### src/rtl/led_pkg.sv
`default_nettype none
// ============================================================================
//  Module      : led_pkg
//  Description : Shared types and sizing helpers for the LED bit serializer.
//  Revision    : 1.0 - initial release
// ============================================================================
package led_pkg;

  // Serializer sequencing states; PARITY is only entered in parity builds
  typedef enum logic [1:0] {
    ST_IDLE   = 2'd0,
    ST_SHIFT  = 2'd1,
    ST_PARITY = 2'd2,
    ST_GAP    = 2'd3
  } state_t;

  // Counter width for n distinct values, never narrower than one bit
  function automatic int clog2_min1(input int n);
    return (n < 2) ? 1 : $clog2(n);
  endfunction

endpackage
`default_nettype wire

### src/rtl/led_bit_serializer_bit_timer.sv
`default_nettype none
// ============================================================================
//  Module      : bit_timer
//  Description : Bit-time cycle counter. Counts 0..BIT_CYCLES-1 and wraps,
//                flagging the first and last cycle of every bit-time.
//  Revision    : 1.0 - initial release
// ============================================================================
module bit_timer #(
  parameter int BIT_CYCLES = 1
) (
  input  logic clk,
  input  logic rst,
  input  logic i_clear,
  input  logic i_enable,
  output logic o_first_cycle,
  output logic o_last_cycle
);

  localparam int              c_CW   = $clog2(BIT_CYCLES) + 1;
  localparam logic [c_CW-1:0] c_LAST = c_CW'(BIT_CYCLES - 1);

  logic [c_CW-1:0] r_cnt;

  // Free-running bit-time counter, wrapping at the last cycle of each bit
  always_ff @(posedge clk) begin
    if (rst || i_clear) begin
      r_cnt <= '0;
    end else if (i_enable) begin
      r_cnt <= o_last_cycle ? '0 : r_cnt + 1'b1;
    end
  end

  assign o_first_cycle = (r_cnt == '0);
  assign o_last_cycle  = (r_cnt == c_LAST);

endmodule
`default_nettype wire

### src/rtl/led_bit_serializer.sv
`default_nettype none
// ============================================================================
//  Module      : led_bit_serializer
//  Description : Serialises a WIDTH-bit word onto a single registered pin,
//                each bit held BIT_CYCLES clocks, frames followed by GAP_BITS
//                idle bit-times. Optional continuous replay of the last word.
//                Build option: define LED_SERIALIZER_PARITY_EN to append an
//                even-parity bit-time after the data bits.
//  Revision    : 1.0 - initial release
// ============================================================================
module led_bit_serializer
  import led_pkg::*;
#(
  parameter int WIDTH      = 8,
  parameter int BIT_CYCLES = 1,
  parameter int GAP_BITS   = 0,
  parameter int MSB_FIRST  = 0,
  parameter int REPEAT     = 1
) (
  input  logic             sys_clk,
  input  logic             sys_rst,
  input  logic [WIDTH-1:0] data_in,
  input  logic             data_valid,
  output logic             data_ready,
  output logic             ser_out,
  output logic             bit_strobe,
  output logic             frame_done,
  output logic             busy
);

  localparam int              c_IW       = clog2_min1(WIDTH);
  localparam int              c_GW       = clog2_min1(GAP_BITS);
  localparam logic [c_IW-1:0] c_IDX_LAST = c_IW'(WIDTH - 1);
  localparam logic [c_GW-1:0] c_GAP_LAST = c_GW'((GAP_BITS > 0) ? GAP_BITS - 1 : 0);
  localparam bit              c_HAS_GAP  = (GAP_BITS > 0);

  state_t           r_state;
  logic [c_IW-1:0]  r_idx;
  logic [c_GW-1:0]  r_gap;    // counts gap bit-times; the timer counts cycles within each
  logic [WIDTH-1:0] r_word;
  logic             r_ser_out;

  logic w_first;
  logic w_last;
  logic w_frame_end;
  logic w_ready;
  logic w_accept;

  // Single timer serves data, parity and gap bit-times; held at zero in IDLE
  bit_timer #(
    .BIT_CYCLES (BIT_CYCLES)
  ) u_timer (
    .clk           (sys_clk),
    .rst           (sys_rst),
    .i_clear       (r_state == ST_IDLE),
    .i_enable      (r_state != ST_IDLE),
    .o_first_cycle (w_first),
    .o_last_cycle  (w_last)
  );

  // Selects the bit sent at a given position, honouring the bit order
  function automatic logic pick(input logic [WIDTH-1:0] word, input logic [c_IW-1:0] idx);
    return (MSB_FIRST != 0) ? word[c_IDX_LAST - idx] : word[idx];
  endfunction

  // Frame-end decode and handshake; ready only in IDLE or on the final frame cycle
  always_comb begin
    w_frame_end = 1'b0;
    case (r_state)
`ifdef LED_SERIALIZER_PARITY_EN
      ST_PARITY: w_frame_end = w_last && !c_HAS_GAP;
`else
      ST_SHIFT:  w_frame_end = w_last && (r_idx == c_IDX_LAST) && !c_HAS_GAP;
`endif
      ST_GAP:    w_frame_end = w_last && (r_gap == c_GAP_LAST);
      default:   w_frame_end = 1'b0;
    endcase
    w_ready  = (r_state == ST_IDLE) || w_frame_end;
    w_accept = data_valid && w_ready;
  end

  // Sequencer; ser_out is registered alongside the state that owns it
  always_ff @(posedge sys_clk) begin
    if (sys_rst) begin
      r_state   <= ST_IDLE;
      r_idx     <= '0;
      r_gap     <= '0;
      r_word    <= '0;
      r_ser_out <= 1'b0;
    end else begin
      case (r_state)
        ST_IDLE: begin
          if (w_accept) begin
            r_state   <= ST_SHIFT;
            r_idx     <= '0;
            r_word    <= data_in;
            r_ser_out <= pick(data_in, '0);
          end
        end
        ST_SHIFT: begin
          if (w_last) begin
            if (r_idx != c_IDX_LAST) begin
              r_idx     <= r_idx + 1'b1;
              r_ser_out <= pick(r_word, r_idx + 1'b1);
            end
`ifdef LED_SERIALIZER_PARITY_EN
            else begin
              r_state   <= ST_PARITY;
              r_ser_out <= ^r_word;
            end
`else
            else if (c_HAS_GAP) begin
              r_state   <= ST_GAP;
              r_gap     <= '0;
              r_ser_out <= 1'b0;
            end
`endif
          end
        end
`ifdef LED_SERIALIZER_PARITY_EN
        ST_PARITY: begin
          if (w_last && c_HAS_GAP) begin
            r_state   <= ST_GAP;
            r_gap     <= '0;
            r_ser_out <= 1'b0;
          end
        end
`endif
        ST_GAP: begin
          if (w_last && (r_gap != c_GAP_LAST)) begin
            r_gap <= r_gap + 1'b1;
          end
        end
        default: begin
          r_state   <= ST_IDLE;
          r_ser_out <= 1'b0;
        end
      endcase

      // Frame end overrides: take a new word, replay, or fall back to IDLE
      if (w_frame_end) begin
        if (w_accept) begin
          r_state   <= ST_SHIFT;
          r_idx     <= '0;
          r_word    <= data_in;
          r_ser_out <= pick(data_in, '0);
        end else if (REPEAT != 0) begin
          r_state   <= ST_SHIFT;
          r_idx     <= '0;
          r_ser_out <= pick(r_word, '0);
        end else begin
          r_state   <= ST_IDLE;
          r_ser_out <= 1'b0;
        end
      end
    end
  end

  assign ser_out    = r_ser_out;
  assign data_ready = w_ready;
  assign busy       = (r_state != ST_IDLE);
`ifdef LED_SERIALIZER_PARITY_EN
  assign bit_strobe = w_first && ((r_state == ST_SHIFT) || (r_state == ST_PARITY));
`else
  assign bit_strobe = w_first && (r_state == ST_SHIFT);
`endif
  assign frame_done = w_frame_end;

endmodule
`default_nettype wire

### config.mk
export PLATFORM = sky130hd
export DESIGN_NAME = led_bit_serializer
export DESIGN_NICKNAME = d
export VERILOG_FILES = /design/src/rtl/led_pkg.sv /design/src/rtl/led_bit_serializer_bit_timer.sv /design/src/rtl/led_bit_serializer.sv
export SDC_FILE = /design/constraint.sdc
export NUM_CORES = 1
export LEC_CHECK = 0
export ABC_AREA = 1
export CORE_MARGIN = 2
export CORE_UTILIZATION = 51
export DETAILED_ROUTE_END_ITERATION = 16
export PLACE_DENSITY = 0.77
export SLEW_MARGIN = 0
export SYNTH_ARGS = -nofsm -noshare
export SYNTH_HDL_FRONTEND = slang
export SYNTH_HIERARCHICAL = 1
export SYNTH_SLANG_ARGS = --single-unit
### constraint.sdc
create_clock -name sys_clk -period 4.25 [get_ports sys_clk]
set_clock_uncertainty 0.2 [all_clocks]
set_input_delay 0.85 -clock sys_clk [delete_from_list [all_inputs] [get_ports sys_clk]]
set_output_delay 0.85 -clock sys_clk [all_outputs]
set_load 0.01 [all_outputs]
==> out/results.ini <==
[global_routing]
grt_usage_pct = 20.8
grt_max_degree = 16
grt_pass1_wl_mm = 2.24
antenna_found_initial = 0
grt_pass1_vias = 537
grt.overflow.total = 0

[synthesis]
synth_xor_area_share_pct = 0
ys_seq_area_share_pct = 37.5
yosysMostFrequentCell = inv_1
synthSimpleGateAreaFrac_pct = 26.7
async_flop_share_pct = 0
syn_area_per_cell_um2 = 6.93
synth_seq_cells = 13
netlist_instances = 100
synthTopCellsByArea = dfxtp_1 (38%), inv_1 (11%), nand2_1 (9.2%), a211oi_1 (7.6%), nand3_1 (7.2%)
synth_top_family_by_area = simple AND/OR/NAND/NOR gates
synth_flop_cell = dfxtp_1
synth_top_area_share_pct = 37.5
synth_fa_ha_area_share_pct = 3.61
synth_edf_count = 0
synthMuxAreaShare_pct = 0
synth_area_leader_cell = dfxtp_1
synthTopCellsByCount = inv_1 (20), nand2_1 (17), dfxtp_1 (13), nor2_1 (13), nand3_1 (10)
synth-compound-area-share_pct = 15.5
ys_warn_count = 6
ys_types = 18
netlist_area_um2 = 693

[cts]
cts_setup_buffers = 0
cts_tree = yes
h-tree-depth = 1
cts_buffer_depth = 2
clk_latency_ns = 0.28
numCtsBuffers = 3
cts_resized = 0
postCtsHoldBufs = 0
cts_sinks = 13
cts_root_buf = clkbuf_4
path_clk_slew_ns = 0.07

[route]
vias = 632
wl_per_cell_um = 10.5
totalWireLength_mm = 1.37
drt_iter0_markers = 15
dr.pass1.iters = 4
drtAntennaViolNets = 0
vias_per_cell = 4.82
drc_errors = 0

[critical_path]
path_class = reg2out
arrival_ns = 1.88
critPathMaxFanout = 7
worstPathRequired_ns = 3.20
crit_chain = ha_1, ha_1, nand2_1, nand2_1, clkdlybuf4s50_1
cp_slowest_stage_delay_ns = 0.59
cp-end-kind = primary output
startpoint_type = register
slowest_stage = clkdlybuf4s50_1

[place]
pre_cts_slack_ns = 1.63
hpwl_mm = 1.04
port_buffers = 15
place_congestion = 0.886
dp_cells = 127

[outcome]
outcome = finished, final reports clean

[timing]
min_period_over_period_pct = 69.0
fin_ws_ns = 1.32
fmax_mhz = 341
final_hold_viol_count = 0
timing.setup.tns_ns = 0
finalSetupViolCount = 0
rsz0062_at_grt = false
slew_violations = 0
worst_hold_slack_ns = 0.269
period_minus_slack_ns = 2.93

[finish]
layout-drive-gt1-share_pct = 6.03
multiInputGateArea_um2 = 325
area_delta_synth_final_pct = 24.0
filler_cell_count = 122
diodes = 0
finalNonFillerCells = 131
regArea_um2 = 260
fin_nets = 130

[floorplan]
design.die.area_um2 = 1670
num_io_pins = 16
core-area_um2 = 1280
die_h_um = 40.9
start_util_pct = 53.9
rows = 13
die_w_um = 40.9

[hold_path]
hp-class = reg2reg

[run]
cap_violations = 0

[power_and_ir_drop]
ir_drop_mv = 0.147
leakagePower_nw = 0.411
power_density_nw_per_um2 = 323

==> registers in the layout, indices dropped and copies added (netlist names) <==
register  count
ser_out       1
r_idx         3
r_word        8
r_state       1
==> routing by layer <==
metal  GRT usage, %  up-vias  routed length (um)
met3           4.89        3                  72
met4           10.0        0                  10
met2           30.1       14                 601
li1               -      346                   -
met5              0        -                   0
met1           28.5      269                 687
==> layout by cell type, fill, tap and decap left out <==
cell type / n
a21oi_1: 2
o21ai_2: 1
nand3_1: 10
a211oi_1: 7
clkbuf_1: 1
nor2_4: 1
nand2_1: 17
nand2_4: 1
conb_1: 2
inv_2: 1
a31oi_1: 1
clkbuf_4: 3
inv_1: 20
o21ai_0: 6
ha_1: 2
dfxtp_1: 13
clkdlybuf4s50_1: 15
nor2_1: 13
==> stage by stage <==
| stage | util, % | total power, mW | area [um2] |
|---|---|---|---|
| 6_report | 66.9 | 0.278 | 860 |
| 5_1_grt | 66.9 | 0.294 | 860 |
| 4_1_cts | 66.9 | 0.281 | 860 |
| 3_5_place_dp | 64.8 | 0.203 | 833 |
| 3_3_place_gp | 64.8 | 0.202 | 833 |
| 2_1_floorplan | - | 0.182 | 697 |
==> path summary, 6_finish.rpt <==
check                        start                    to  slack (ns)  depth (start not counted)
max          r_idx[0]$_SDFFE_PP0P_            data_ready        1.32                          5
min           r_word[3]$_SDFF_PP0_  r_word[3]$_SDFF_PP0_        0.27                          2
max reg2reg  r_idx[0]$_SDFFE_PP0P_  ser_out$_SDFFE_PP0P_        2.43                         10
min reg2reg   r_word[3]$_SDFF_PP0_  r_word[3]$_SDFF_PP0_        0.27                          2
==> cell families (layout without fill, tap and decap cells) <==
logic type                 count (synthesis)  after routing
AOI/OAI and AO/OA                         17             17
and+or+nand+nor                           42             42
DFF                                       13             13
other                                      1              2
buffers and inverters                     25             40
adders and majority gates                  2              2
==> layout make-up <==
| type | instances | share of cell area [%] |
|---|---|---|
| Multi-Input combinational cell | 63 | 37.8 |
| Sequential cell | 13 | 30.3 |
| Timing Repair Buffer | 15 | 17.5 |
| Inverter | 21 | 9.17 |
| Clock buffer | 4 | 3.06 |
| Tap cell | 15 | 2.18 |
==> where the power goes <==
group / switching (mW) / leakage (nW) / internal (mW)
Sequential: 0.00503 / 0.108 / 0.132
Clock: 0.0407 / 0.0150 / 0.0363
Combinational: 0.0342 / 0.289 / 0.0292
Total: 0.0800 / 0.411 / 0.198
==> worst max-delay path: cells and delay by family (launching register included) <==
| kind | cells | cell delay (ns) |
|---|---|---|
| buf+inv | 1 | 0.59 |
| flops | 1 | 0.44 |
| fa+ha+maj | 2 | 0.35 |
| simple gates | 2 | 0.24 |
Note: power is estimated with default switching activity, not from simulation.
